**src/rtl/ram_arbiter.sv**
```systemverilog
// Two-port round-robin arbiter in front of a single-port RAM.
// One access in flight: IDLE latches the winning request, ACCESS drives the
// RAM strobes for one cycle, RESP pulses the winner's ack for one cycle.
module ram_arbiter #(
  parameter int ADDR_W = 4,
  parameter int DATA_W = 8
) (
  input  logic              clk,
  input  logic              reset,
  // port A
  input  logic              a_req,
  input  logic              a_we,
  input  logic [ADDR_W-1:0] a_addr,
  input  logic [DATA_W-1:0] a_wdata,
  output logic              a_ack,
  output logic [DATA_W-1:0] a_rdata,
  // port B
  input  logic              b_req,
  input  logic              b_we,
  input  logic [ADDR_W-1:0] b_addr,
  input  logic [DATA_W-1:0] b_wdata,
  output logic              b_ack,
  output logic [DATA_W-1:0] b_rdata,
  // RAM side
  output logic              MemWrite,
  output logic              MemRead,
  output logic [ADDR_W-1:0] Address,
  output logic [DATA_W-1:0] WriteData,
  input  logic [DATA_W-1:0] MemData_out,
  output logic              busy
);

  typedef enum logic [1:0] {IDLE, ACCESS, RESP} state_t;

  state_t            r_state;
  logic              r_id;        // winner of the access in flight: 0 = A, 1 = B
  logic              r_last;      // last-served port: 0 = A, 1 = B
  logic [ADDR_W-1:0] r_addr;
  logic [DATA_W-1:0] r_wdata;
  logic              r_mem_write;
  logic              r_mem_read;
  logic              r_a_ack;
  logic              r_b_ack;
  logic [DATA_W-1:0] r_a_rdata;
  logic [DATA_W-1:0] r_b_rdata;
  logic              r_busy;

  logic              w_grant_b;
  logic              w_we;
  logic [ADDR_W-1:0] w_addr;
  logic [DATA_W-1:0] w_wdata;

  // Round-robin pick: B wins when alone, or on a tie when A was served last.
  always_comb begin
    w_grant_b = b_req & (~a_req | ~r_last);
    w_we      = w_grant_b ? b_we    : a_we;
    w_addr    = w_grant_b ? b_addr  : a_addr;
    w_wdata   = w_grant_b ? b_wdata : a_wdata;
  end

  // Arbitration FSM with registered RAM strobes, acks and read-data holding.
  always_ff @(posedge clk or posedge reset) begin
    if (reset) begin
      r_state     <= IDLE;
      r_id        <= 1'b0;
      r_last      <= 1'b1;
      r_addr      <= '0;
      r_wdata     <= '0;
      r_mem_write <= 1'b0;
      r_mem_read  <= 1'b0;
      r_a_ack     <= 1'b0;
      r_b_ack     <= 1'b0;
      r_a_rdata   <= '0;
      r_b_rdata   <= '0;
      r_busy      <= 1'b0;
    end else begin
      case (r_state)
        IDLE: begin
          if (a_req || b_req) begin
            r_id        <= w_grant_b;
            r_addr      <= w_addr;
            r_wdata     <= w_wdata;
            r_mem_write <= w_we;
            r_mem_read  <= ~w_we;
            r_busy      <= 1'b1;
            r_state     <= ACCESS;
          end
        end
        ACCESS: begin
          r_mem_write <= 1'b0;
          r_mem_read  <= 1'b0;
          // r_mem_read doubles as the latched "this is a read" flag
          if (r_mem_read) begin
            if (r_id) r_b_rdata <= MemData_out;
            else      r_a_rdata <= MemData_out;
          end
          if (r_id) r_b_ack <= 1'b1;
          else      r_a_ack <= 1'b1;
          r_state <= RESP;
        end
        RESP: begin
          r_a_ack <= 1'b0;
          r_b_ack <= 1'b0;
          r_last  <= r_id;
          r_busy  <= 1'b0;
          r_state <= IDLE;
        end
        default: r_state <= IDLE;
      endcase
    end
  end

  assign MemWrite  = r_mem_write;
  assign MemRead   = r_mem_read;
  assign Address   = r_addr;
  assign WriteData = r_wdata;
  assign a_ack     = r_a_ack;
  assign b_ack     = r_b_ack;
  assign a_rdata   = r_a_rdata;
  assign b_rdata   = r_b_rdata;
  assign busy      = r_busy;

endmodule

```
**config.mk**
```make
export PLATFORM = sky130hd
export DESIGN_NAME = ram_arbiter
export DESIGN_NICKNAME = d
export VERILOG_FILES = /design/src/rtl/ram_arbiter.sv
export SDC_FILE = /design/constraint.sdc
export NUM_CORES = 1
export LEC_CHECK = 0
export ABC_AREA = 1
export BUFFER_PORTS_ARGS = -buffer_cell sky130_fd_sc_hd__buf_2
export CAP_MARGIN = 10
export CORE_MARGIN = 5
export CORE_UTILIZATION = 43
export DETAILED_ROUTE_END_ITERATION = 10
export PLACE_DENSITY = 0.75
export SYNTH_ARGS = -nofsm -noshare
export SYNTH_HDL_FRONTEND = slang
export SYNTH_SLANG_ARGS = --single-unit
```
**constraint.sdc**
```tcl
create_clock -name clk -period 1.1 [get_ports clk]
set_input_delay 0.22 -clock clk [delete_from_list [all_inputs] [get_ports clk]]
set_output_delay 0.22 -clock clk [all_outputs]
set_load 0.01 [all_outputs]
```
# After elaboration in Yosys (flattened, before gate mapping)
# Cells that the tools add are included.
# word_totals
ramBits	0
rom_bits	0
memories	0
wordCells	50
output_inout_bits	33
regBits	37
latch_bits	0
input_bits	38
# op_classes
n_reduce_logical	12
shift	0
eq_ne	5
mux	15
n_mul	0
magnitude_cmp	0
n_addsub	0
bitwise_logic	6
div	0
# ops
op	count
1-bit one-hot mux with 2 select lines	5
2-bit AND reduction	5
8-bit two-way mux	1
1-bit two-way mux	6
2-bit != test, second input constant	3
3-bit AND reduction	2
2-bit nonzero test	3
4-bit two-way mux	1
1-bit NOT	4
2-bit one-hot mux with 2 select lines	1
2-bit by 1-bit equality test with 1-bit output, second input constant	1
2-bit equality test, second input constant	1
2-bit zero test	1
2-bit two-way mux	1
1-bit bitwise AND	1
1-bit logical OR	1
1-bit OR	1

# Logic depth before layout (Yosys ltp)
# Gate-level depths: netlist of the first run.
# depth
word_depth	7
ltp_mapped	8

# Worst setup path after synthesis of the first run
# Ideal clock, no wire load.
# synth_timing
path_type	register -> register
start	register r_last
end	register r_addr[0], in the netlist Address[0]
path_stages_with_launch	9
required_ns	0.984
setup_slack_ns	-0.030
setup_ns	0.116
arrival_ns	1.014
period_less_slack_ns	1.130
path_cell_list	dfstp_2 > nand2_2 > nand2_4 > inv_6 > buf_12 > nand2_2 > nand2_1 > nand2_1 > nand2_1
# synth_via
elab_chain_cells	4
# synth_rtl
item	line	rtl
start, declared	37	logic r_last;
start signal, assigned	104	r_last <= r_id;
1-bit NOT	55	w_grant_b = b_req & (~a_req | ~r_last);
1-bit OR	55	
1-bit bitwise AND	55	
4-bit two-way mux	57	w_addr = w_grant_b ? b_addr : a_addr;
end signal, assigned	81	r_addr <= w_addr;
end, declared	38	logic [ADDR_W-1:0] r_addr;
# No other way between the ends.
# A chain may end at the register's enable or synchronous reset.

# Final worst setup path of the first run
# layout_timing
start	register r_last
end	register r_wdata[5], in the netlist WriteData[5]
# layout_via
elab_chain_cells	4
# layout_rtl
item	line	rtl
1-bit NOT	55	
1-bit OR	55	
1-bit bitwise AND	55	
8-bit two-way mux	58	w_wdata = w_grant_b ? b_wdata : a_wdata;
end signal, assigned	82	r_wdata <= w_wdata;
end, declared	39	logic [DATA_W-1:0] r_wdata;
# No other way between the ends.

==> results of run 1 <==
[power by group through the flow]
stage                     sequential (W)  combinational [W]  clock, W
after floorplan                  0.00272            0.00148         0
after global placement           0.00245            0.00261         0
after detailed placement         0.00247            0.00269         0
after CTS                        0.00248            0.00289  0.000958
after global routing             0.00254            0.00331   0.00101
final                            0.00245            0.00300  0.000930
[critical path: cells and delay by family (launching register included)]
family / cells / cell delay [ns]
flops: 1 / 0.56
simple gates: 6 / 0.42
buf+inv: 1 / 0.13
[stage by stage]
| step | setup WS, ns | TNS [ns] | area, um^2 | std cells | total power (W) |
|---|---|---|---|---|---|
| final | -0.0647 | -0.952 | 2420 | 330 | 0.00638 |
| after global routing | -0.132 | -2.72 | 2420 | 330 | 0.00686 |
| after CTS | -0.0608 | -0.816 | 2370 | 326 | 0.00633 |
| after detailed placement | -0.0941 | -0.819 | 2180 | 314 | 0.00515 |
| after global placement | -0.0514 | -0.564 | 2180 | 314 | 0.00506 |
| after floorplan | -0.0304 | -0.244 | 1780 | 194 | 0.00420 |
[flip-flops by register name (all words and copies together) (netlist names), 2 cells and up]
register   flops
a_rdata        8
WriteData      8
Address        4
r_state        2
b_rdata        8
[per-layer routing]
metal,part of all wire,wire length (um)
met1,0.40,1730
met2,0.53,2300
met3,0.045,193
met4,0.017,75
met5,0,0
[cells in the final DEF, fill, tap and decap left out, drive strengths merged]
cell and count:
inv 17, buf 81, dfstp 1, nand2 103
clkbuf 7, o21a 2, dlygate4sd3 1, dfrtp 36
nand3 7, nor2 6, o21ai 19
[worst max-delay path by stage]
stage	startpoint	endpoint	depth (start not counted)
floorplan	r_last	Address[0]	8
global placement	b_req	MemWrite	4
detailed placement	b_req	MemWrite	4
CTS	r_last	WriteData[5]	7
global route	r_last	WriteData[7]	7
finish	r_last	WriteData[5]	7
[cell type report]
class,instances,area (um^2),area share
Sequential cell,37,928,0.384
Multi-Input combinational cell,137,791,0.327
Timing Repair Buffer,82,478,0.198
Clock buffer,7,86.3,0.0357
Inverter,16,67.6,0.0279
Tap cell,50,62.6,0.0259
Timing Repair inverter,1,6.26,0.00259
[cells by family after synthesis]
family | count (synthesis) | share of synthesized area
buf+inv | 22 | 0.0816
compound gates | 21 | 0.0977
flops | 37 | 0.521
simple gates | 114 | 0.300
[what timing repair did]
action                                  CTS  global route
buffers inserted                          2             3
endpoints found under the setup margin   29            32
resized for setup                        14             4
hold buffers                              1             0
hold endpoints to repair                 36             0
cloned                                    2             1
pin swaps                                 7             5
==> run summary, run 1 <==
- finished, violations left — status
- setup timing — violations in the final reports
- -0.0647 ns — worst-case setup margin in the final layout
- done — TritonCTS clock tree
- 352 — Filler Cell Count
- -0.06 ns — worst-case register-to-register setup slack
- 0 — Post-synth EDFFs
- 0.00118 V — Peak supply drop
- 20 — synth unique cells
- sky130_fd_sc_hd__dfstp_2 — master of the slowest instance on the critical path
- 4.31 mm — Routed Wire Length
- 0 — final count of pins violating max slew
- 0.424 ns — transition time of the tightest slew-check pin
- sky130_fd_sc_hd__nand2_1 — most repeated library cell on the critical path
- 0.07 ns — clock slew at reported path FFs
- 1780 um^2 — combined area of all synthesized cells
- 194 — gate count of the mapped netlist
- primary input to flop — kind of path behind the tightest hold check
- 0.403 — fraction of power spent switching nets
- WriteData[5] — Crit Reg-Reg Endpoint
- 0 — remaining number of nets flagged by the antenna check after routing
- sky130_fd_sc_hd__dfrtp_1, sky130_fd_sc_hd__nand2_1, sky130_fd_sc_hd__o21ai_2, sky130_fd_sc_hd__nand2_2, sky130_fd_sc_hd__inv_1 — top area cells in the synthesized netlist
- met2 — GRT busiest layer
- 318 — Net count, final
- r_last — startpoint of the most critical register-to-register path
- 859 MHz — Max Clock Freq
- 0 — antenna violations before repair
- 2 — deepest clock path buffer count
- nand2_4, nand2_8, buf_12, nand2_1, nand2_1, nand2_1, nand2_1 — ordered cell list for the critical path
- 4000 um^2 — area of the core
- 0.56 ns — worst stage delay on the critical path
- 36.0% — P&R area growth vs syn
- sky130_fd_sc_hd__dfrtp_1 — predominant post-synthesis flop cell
- 1553 — vias in the first global route
- 0.28 ns — clock latency on the worst-skew pair
- 9.17 um^2 — average cell area after synthesis
- 1.38 ns — Data arrival, critical path
- 0.00353 ns — Clock Skew
- 1.35 nW — total leakage power
- flop — kind of end point of the critical path
- flop — element type at the critical path start
- 23 — Placement Rows
- 0.385 — sequential share of power
- 1.06 — crit share post-route
- 0 — number of endpoints with negative hold slack in the final report
- 0.00381 W — internal power
- 0.196 — GR Util met1
- 0.470 — part of the power in combinational logic
- sky130_fd_sc_hd__dfrtp_1 — biggest area consumer among synthesized cells
- 0 — number of max-cap violations
- 4 — length of the first detailed-routing pass in iterations
- 6.80 mm — wire length of the first global-routing pass
- 7 — logic depth of the worst register-to-register path
- 0 — Antenna Cells
- 0.215 ns — Post-Route Hold Slack
- sky130_fd_sc_hd__nand2_1, sky130_fd_sc_hd__dfrtp_1, sky130_fd_sc_hd__o21ai_2, sky130_fd_sc_hd__inv_1, sky130_fd_sc_hd__nand2_2 — synth cell count leaders
- 0 — overall overflow remaining after global route
- 1.00 — share of flip-flops with an asynchronous set or reset
- 0.445 — Initial Util
- 37 — sink count of the clock tree
- 1545 — via count
- 5 — CTS buffer count
- 2640 nW/um^2 — Power Density
- 29 — final-report setup violation count
- flop to flop — path type of the worst setup path
- 1.32 ns — Worst Path Required
- 0.716 — worst slew margin relative to its limit
- 0.521 — post-synthesis sequential area ratio
- 0.00257 W — switching power
- 0 — DRC violation count after routing
- 38 — maximum number of pins on one net before global-route repair
- 64 — DR iter-0 viols
- true — unrepaired setup endpoints after global routing
- a_rdata[4] — worst min-delay path endpoint
- 0.0324 — met3 usage
- 0 — Syn. warnings
- 2 — H-tree depth
- 4.68 — Via-to-Cell Ratio
- 74.3 um — width of the chip
- 74.3 um — DIE HEIGHT
- 71 — num ports
- 0.281 — met2 track utilization from global routing
- 5520 um^2 — die footprint
- 37 — register bit count reported by yosys
- 2.92 mm — total half-perimeter wirelength after legalization and detailed placement
- 8 — Max FO, Critical Path
- 1.16 ns — min cycle time layout
- 0.146 — Clk network pwr share
- 13.0 um — DR WL/cell
- 232 — post-synthesis net count
- 0.504 — share of post-route cells with drive strength above 1
- 0.776 — final weighted congestion of routability-driven global placement
- 3 — Hold Path Stages
- 0.605 — Post-Route Utilization
- MemData_out[4] — source of the worst hold timing path
- 0.164 — GRT Total Usage
- sky130_fd_sc_hd__nand2_1 — most frequent cell after synthesis
- sky130_fd_sc_hd__clkbuf_8 — library cell used as clock root buffer
- 0.506 — area fraction of the dominant cell type after synthesis
- 70 — number of buffers added on ports
Note: power is estimated with default switching activity, not from simulation.
==> inputs of run 2 (changes only) <==
--- a/config.mk
+++ b/config.mk
@@ -9,8 +9,8 @@
 export BUFFER_PORTS_ARGS = -buffer_cell sky130_fd_sc_hd__buf_2
 export CAP_MARGIN = 10
-export CORE_MARGIN = 5
-export CORE_UTILIZATION = 43
+export CORE_MARGIN = 1.5
+export CORE_UTILIZATION = 51
 export DETAILED_ROUTE_END_ITERATION = 10
-export PLACE_DENSITY = 0.75
+export PLACE_DENSITY = 0.83
 export SYNTH_ARGS = -nofsm -noshare
 export SYNTH_HDL_FRONTEND = slang
==> constraint.sdc (replaced) <==
create_clock -name clk -period 1.45 [get_ports clk]
set_input_delay 0.29 -clock clk [delete_from_list [all_inputs] [get_ports clk]]
set_output_delay 0.29 -clock clk [all_outputs]
set_load 0.005 [all_outputs]
==> run 2 against run 1 <==
Net effect: the run now ends clean; total power fell by 36%; clock-buffer cell count stayed put; first-iteration DRC count increased by 39%; utilization increased by 4.9 points; via count is 5.8% lower; critical path depth shrank 6; critical path type is now flop to primary output; largest cell class unchanged; largest power group is now registers; highest routed layer unchanged.
==> run summary, run 2 (same netlist as run 1, synthesis figures left out) <==
- 3340 um^2 — area of the core
- 1.16 ns — Worst Path Required
- 5.62 mm — wire length of the first global-routing pass
- 0.152 ns — worst-case setup margin in the final layout
- 0 — DRC violation count after routing
- 0 — number of endpoints with negative hold slack in the final report
- 3.41 mm — Routed Wire Length
- 62.1 um — DIE HEIGHT
- 0 — number of buffers added for setup after CTS
- primary input to async pin — kind of path behind the tightest hold check
- 70 — number of buffers added on ports
- sky130_fd_sc_hd__nand2_1, sky130_fd_sc_hd__buf_2, sky130_fd_sc_hd__dfrtp_1 — commonest cells after routing, fill and taps aside
- 0.533 — Initial Util
- 4.67 — Via-to-Cell Ratio
- flop — element type at the critical path start
- 770 MHz — Max Clock Freq
- 1 — buffers plus inverters on the worst setup path
- 89 — DR iter-0 viols
- 0 — number of max-cap violations
- 4 — length of the first detailed-routing pass in iterations
- 1382 — vias in the first global route
- flop to primary output — path type of the worst setup path
- 0.447 — share of post-route cells with drive strength above 1
- 0.10 ns — clock slew at reported path FFs
- 1.01 ns — Data arrival, critical path
- 1456 — via count
- 5 — CTS buffer count
- 0.23 ns — worst-case register-to-register setup slack
- 0.33 ns — clock latency on the worst-skew pair
- 0 — overall overflow remaining after global route
- 1.27 nW — total leakage power
- 0.895 — crit share post-route
- 0 — final-report setup violation count
- 0.654 — Post-Route Utilization
- 0.51 ns — worst stage delay on the critical path
- 0 — antenna violations before repair
- sky130_fd_sc_hd__nand2_1 — leading cell type in the layout, fill and taps excluded
- 0.00755 ns — Clock Skew
- sky130_fd_sc_hd__clkbuf_4 — library cell used as clock root buffer
- 0.197 — GRT Total Usage
- 0.744 — final weighted congestion of routability-driven global placement
- 0.00238 ns — Post-Route Hold Slack
- 3850 um^2 — die footprint
- 0 — remaining number of nets flagged by the antenna check after routing
- 10.9 um — DR WL/cell
- 0 ns — Fin Setup TNS
- 2 — H-tree depth
- sky130_fd_sc_hd__dfrtp_1 — master of the slowest instance on the critical path
- 22.6% — P&R area growth vs syn
- 2 — deepest clock path buffer count
- 62.1 um — width of the chip
- 0 — post-cts resize count
- done — TritonCTS clock tree
- 21 — Placement Rows
- 0.567 ns — transition time of the tightest slew-check pin
- flip-flops — category of cells accounting for the largest share of critical-path delay
- 304 — Net count, final
- 38 — maximum number of pins on one net before global-route repair
- 0.221 ns — placement-stage worst setup slack
- 0.622 — worst slew margin relative to its limit
- 4 — Max FO, Critical Path
- finished clean — status
- 1.30 ns — min cycle time layout
- false — unrepaired setup endpoints after global routing
- 0 — Antenna Cells
- 2.59 mm — total half-perimeter wirelength after legalization and detailed placement
- 71 — num ports
- buf_2 — ordered cell list for the critical path
- 1880 nW/um^2 — Power Density
- 0 — number of hold-repair buffers added at the cts stage
- 37 — sink count of the clock tree
- primary output — kind of end point of the critical path
- 0 — final count of pins violating max slew
- 0.000870 V — Peak supply drop
## run 2: where the power goes
part | internal (W) | switching (W) | total, W | leakage (nW)
combinational | 0.000769 | 0.000952 | 0.00172 | 0.793
clock | 0.000229 | 0.000300 | 0.000529 | 0.0314
sequential | 0.00154 | 0.000314 | 0.00185 | 0.448
total | 0.00254 | 0.00157 | 0.00410 | 1.27
## run 2: worst paths after layout
path,start,to,cells after the start
setup / recovery,MemRead,MemRead,1
hold / removal,reset,WriteData[0],3
setup reg to reg,r_last,WriteData[6],7
hold reg to reg,WriteData[6],WriteData[6],2
max in group asynchronous,reset,r_last,3
min in group clk,a_we,MemWrite,3
## run 2: cell type report
| cell class | count | area (um^2) |
|---|---|---|
| Tap cell | 46 | 57.6 |
| Inverter | 16 | 65.1 |
| Timing Repair Buffer | 71 | 370 |
| Fill cell | 291 | 1150 |
| Clock buffer | 7 | 55.1 |
| Sequential cell | 37 | 927 |
| Multi-Input combinational cell | 135 | 707 |
## run 2: metal layers
layer  track usage  vias to the layer above  share of wire
met5             0                        -              0
met4        0.0638                        0         0.0088
met3        0.0331                        3          0.037
met2         0.347                       33           0.51
met1         0.245                      680           0.44
li1              -                      740              -
## run 2: per-stage QoR
step           area [um^2]  instances  total power [W]
2_1_floorplan         1780        194          0.00302
3_3_place_gp          2130        305          0.00355
3_5_place_dp          2130        305          0.00363
4_1_cts               2180        312          0.00416
5_1_grt               2180        312          0.00450
6_report              2180        312          0.00410
==> inputs of run 3 (changes only) <==
Settings changed: CELL_PAD_IN_SITES_DETAIL_PLACEMENT set to 2, CELL_PAD_IN_SITES_GLOBAL_PLACEMENT set to 2, CORE_UTILIZATION 51 to 29.
==> run 3 against run 2 <==
Net effect: maximum frequency rose by 2.3%; worst hold slack improved by 0.032 ns; worst setup slack improved by 0.029 ns; clock power rose by 34%.
==> run summary, run 3 (same netlist as run 1, synthesis figures left out) <==
- 81.3 um — DIE HEIGHT
- 28 — Placement Rows
- 0 — DRC violation count after routing
- 1930 nW/um^2 — Power Density
- 0 — post-cts resize count
- 0.000613 V — Peak supply drop
- primary input to async pin — kind of path behind the tightest hold check
- 707 — Filler Cell Count
- 304 — Net count, final
- 71 — num ports
- 0.876 — crit share post-route
- sky130_fd_sc_hd__clkbuf_8 — library cell used as clock root buffer
- 0.139 ns — placement-stage worst setup slack
- 0.00928 ns — Clock Skew
- r_state[0] — startpoint of the most critical register-to-register path
- 0.180 ns — worst-case setup margin in the final layout
- 1507 — via count
- done — TritonCTS clock tree
- 4 — logic depth of the worst register-to-register path
- sky130_fd_sc_hd__nand2_1 — leading cell type in the layout, fill and taps excluded
- 2 — H-tree depth
- 0.379 — Post-Route Utilization
- 1.27 ns — min cycle time layout
- 0.409 — part of the power in combinational logic
- 5 — CTS buffer count
- 0.449 — share of post-route cells with drive strength above 1
- 0.164 — Clk network pwr share
- 0.18 ns — worst-case register-to-register setup slack
- 4 — length of the first detailed-routing pass in iterations
- 26.2% — P&R area growth vs syn
- 81.3 um — width of the chip
- 0 — remaining number of nets flagged by the antenna check after routing
- 38 — maximum number of pins on one net before global-route repair
- 0 — number of max-cap violations
- 0.151 — GRT Total Usage
- 0.645 ns — transition time of the tightest slew-check pin
- 6610 um^2 — die footprint
- 0 — overall overflow remaining after global route
- 927 um^2 — Sequential cell area
- 7.51 mm — wire length of the first global-routing pass
- 5920 um^2 — area of the core
- 0 — antenna violations before repair
- 788 MHz — Max Clock Freq
- 0.391 — fraction of power spent switching nets
- MemWrite — Critical Path Sink
- 3.50 mm — total half-perimeter wirelength after legalization and detailed placement
- flop to flop — path type of the worst setup path
- 0.00170 W — switching power
- 1.45 ns — Data arrival, critical path
- 0.701 — final weighted congestion of routability-driven global placement
- 1.63 ns — Worst Path Required
- 0.301 — Initial Util
- 15 — Max FO, Critical Path
- 60 — DR iter-0 viols
- 0.00265 W — internal power
- 37 — sink count of the clock tree
- false — unrepaired setup endpoints after global routing
- 4.65 mm — Routed Wire Length
- 1.29 nW — total leakage power
- 0.29 ns — clock latency on the worst-skew pair
- r_state[0] — start point of the critical path
- 0 — number of endpoints with negative hold slack in the final report
- 70 — number of buffers added on ports
- 0 — final count of pins violating max slew
- 13.6 um — DR WL/cell
- 0.570 — worst slew margin relative to its limit
- 707 um^2 — multi-input logic area
- 0 — Antenna Cells
- 0.08 ns — clock slew at reported path FFs
- flop — kind of end point of the critical path
- 0 — final-report setup violation count
- 0 — number of buffers added for setup after CTS
- 0.427 — sequential share of power
- MemWrite — Crit Reg-Reg Endpoint
- finished clean — status
- sky130_fd_sc_hd__nand2_1, sky130_fd_sc_hd__buf_2, sky130_fd_sc_hd__dfrtp_1 — commonest cells after routing, fill and taps aside
- 0 ns — Fin Setup TNS
- 1603 — vias in the first global route
- 4.41 — Via-to-Cell Ratio
- 2 — deepest clock path buffer count
- 0 — number of hold-repair buffers added at the cts stage
- flop — element type at the critical path start
## run 3: cell count changes in the layout (fill, tap and decap cells not counted)
cell / delta
sky130_fd_sc_hd__clkbuf_4: -5
sky130_fd_sc_hd__clkbuf_8: +4
sky130_fd_sc_hd__clkinv_2: +2
## run 3: worst max-delay path: stages (launching register included)
cell	delay (ns)
sky130_fd_sc_hd__dfrtp_1	0.42
sky130_fd_sc_hd__nor2_1	0.27
sky130_fd_sc_hd__o21ai_2	0.27
sky130_fd_sc_hd__nand3_1	0.14
sky130_fd_sc_hd__nand3_1	0.07
## run 3: how the worst min path moves through the flow
| stage | depth (start not counted) | start | to | slack [ns] |
|---|---|---|---|---|
| 2_1_floorplan | 2 | a_we | MemWrite | 0.45 |
| 3_5_place_dp | 3 | reset | WriteData[5] | 0.36 |
| 6_report | 3 | reset | a_rdata[7] | 0.03 |
| 5_1_grt | 3 | reset | a_rdata[5] | 0.05 |
| 3_3_place_gp | 3 | reset | b_rdata[5] | 0.36 |
| 4_1_cts | 3 | reset | Address[3] | 0.05 |
## run 3: metal layers
layer,track usage,vias up,routed length (um)
met5,0,-,0
met4,0.0466,0,56
met3,0.0303,6,138
met2,0.270,29,2470
met1,0.181,737,1990
li1,-,735,-
## run 3: power by group through the flow
stage	clock [W]	sequential, W	combinational (W)
floorplan	0	0.00189	0.00113
global placement	0	0.00186	0.00176
detailed placement	0	0.00188	0.00184
CTS	0.000740	0.00187	0.00185
global route	0.000788	0.00192	0.00203
finish	0.000710	0.00185	0.00178
## run 3: layout make-up
class | count | share of cell area
timing repair buffer | 71 | 0.165
clock buffer | 6 | 0.0323
multi-input combinational | 135 | 0.315
clock inverter | 2 | 0.00446
inverter | 16 | 0.0290
sequential | 37 | 0.413
tap | 75 | 0.0418
## run 3: through the flow
stage	instance area (um^2)	hold WS, ns	total power [W]	std cells
floorplan	1780	0.451	0.00302	194
global placement	2160	0.359	0.00362	334
detailed placement	2160	0.365	0.00372	334
CTS	2250	0.0450	0.00446	342
global route	2250	0.0527	0.00474	342
finish	2250	0.0346	0.00434	342
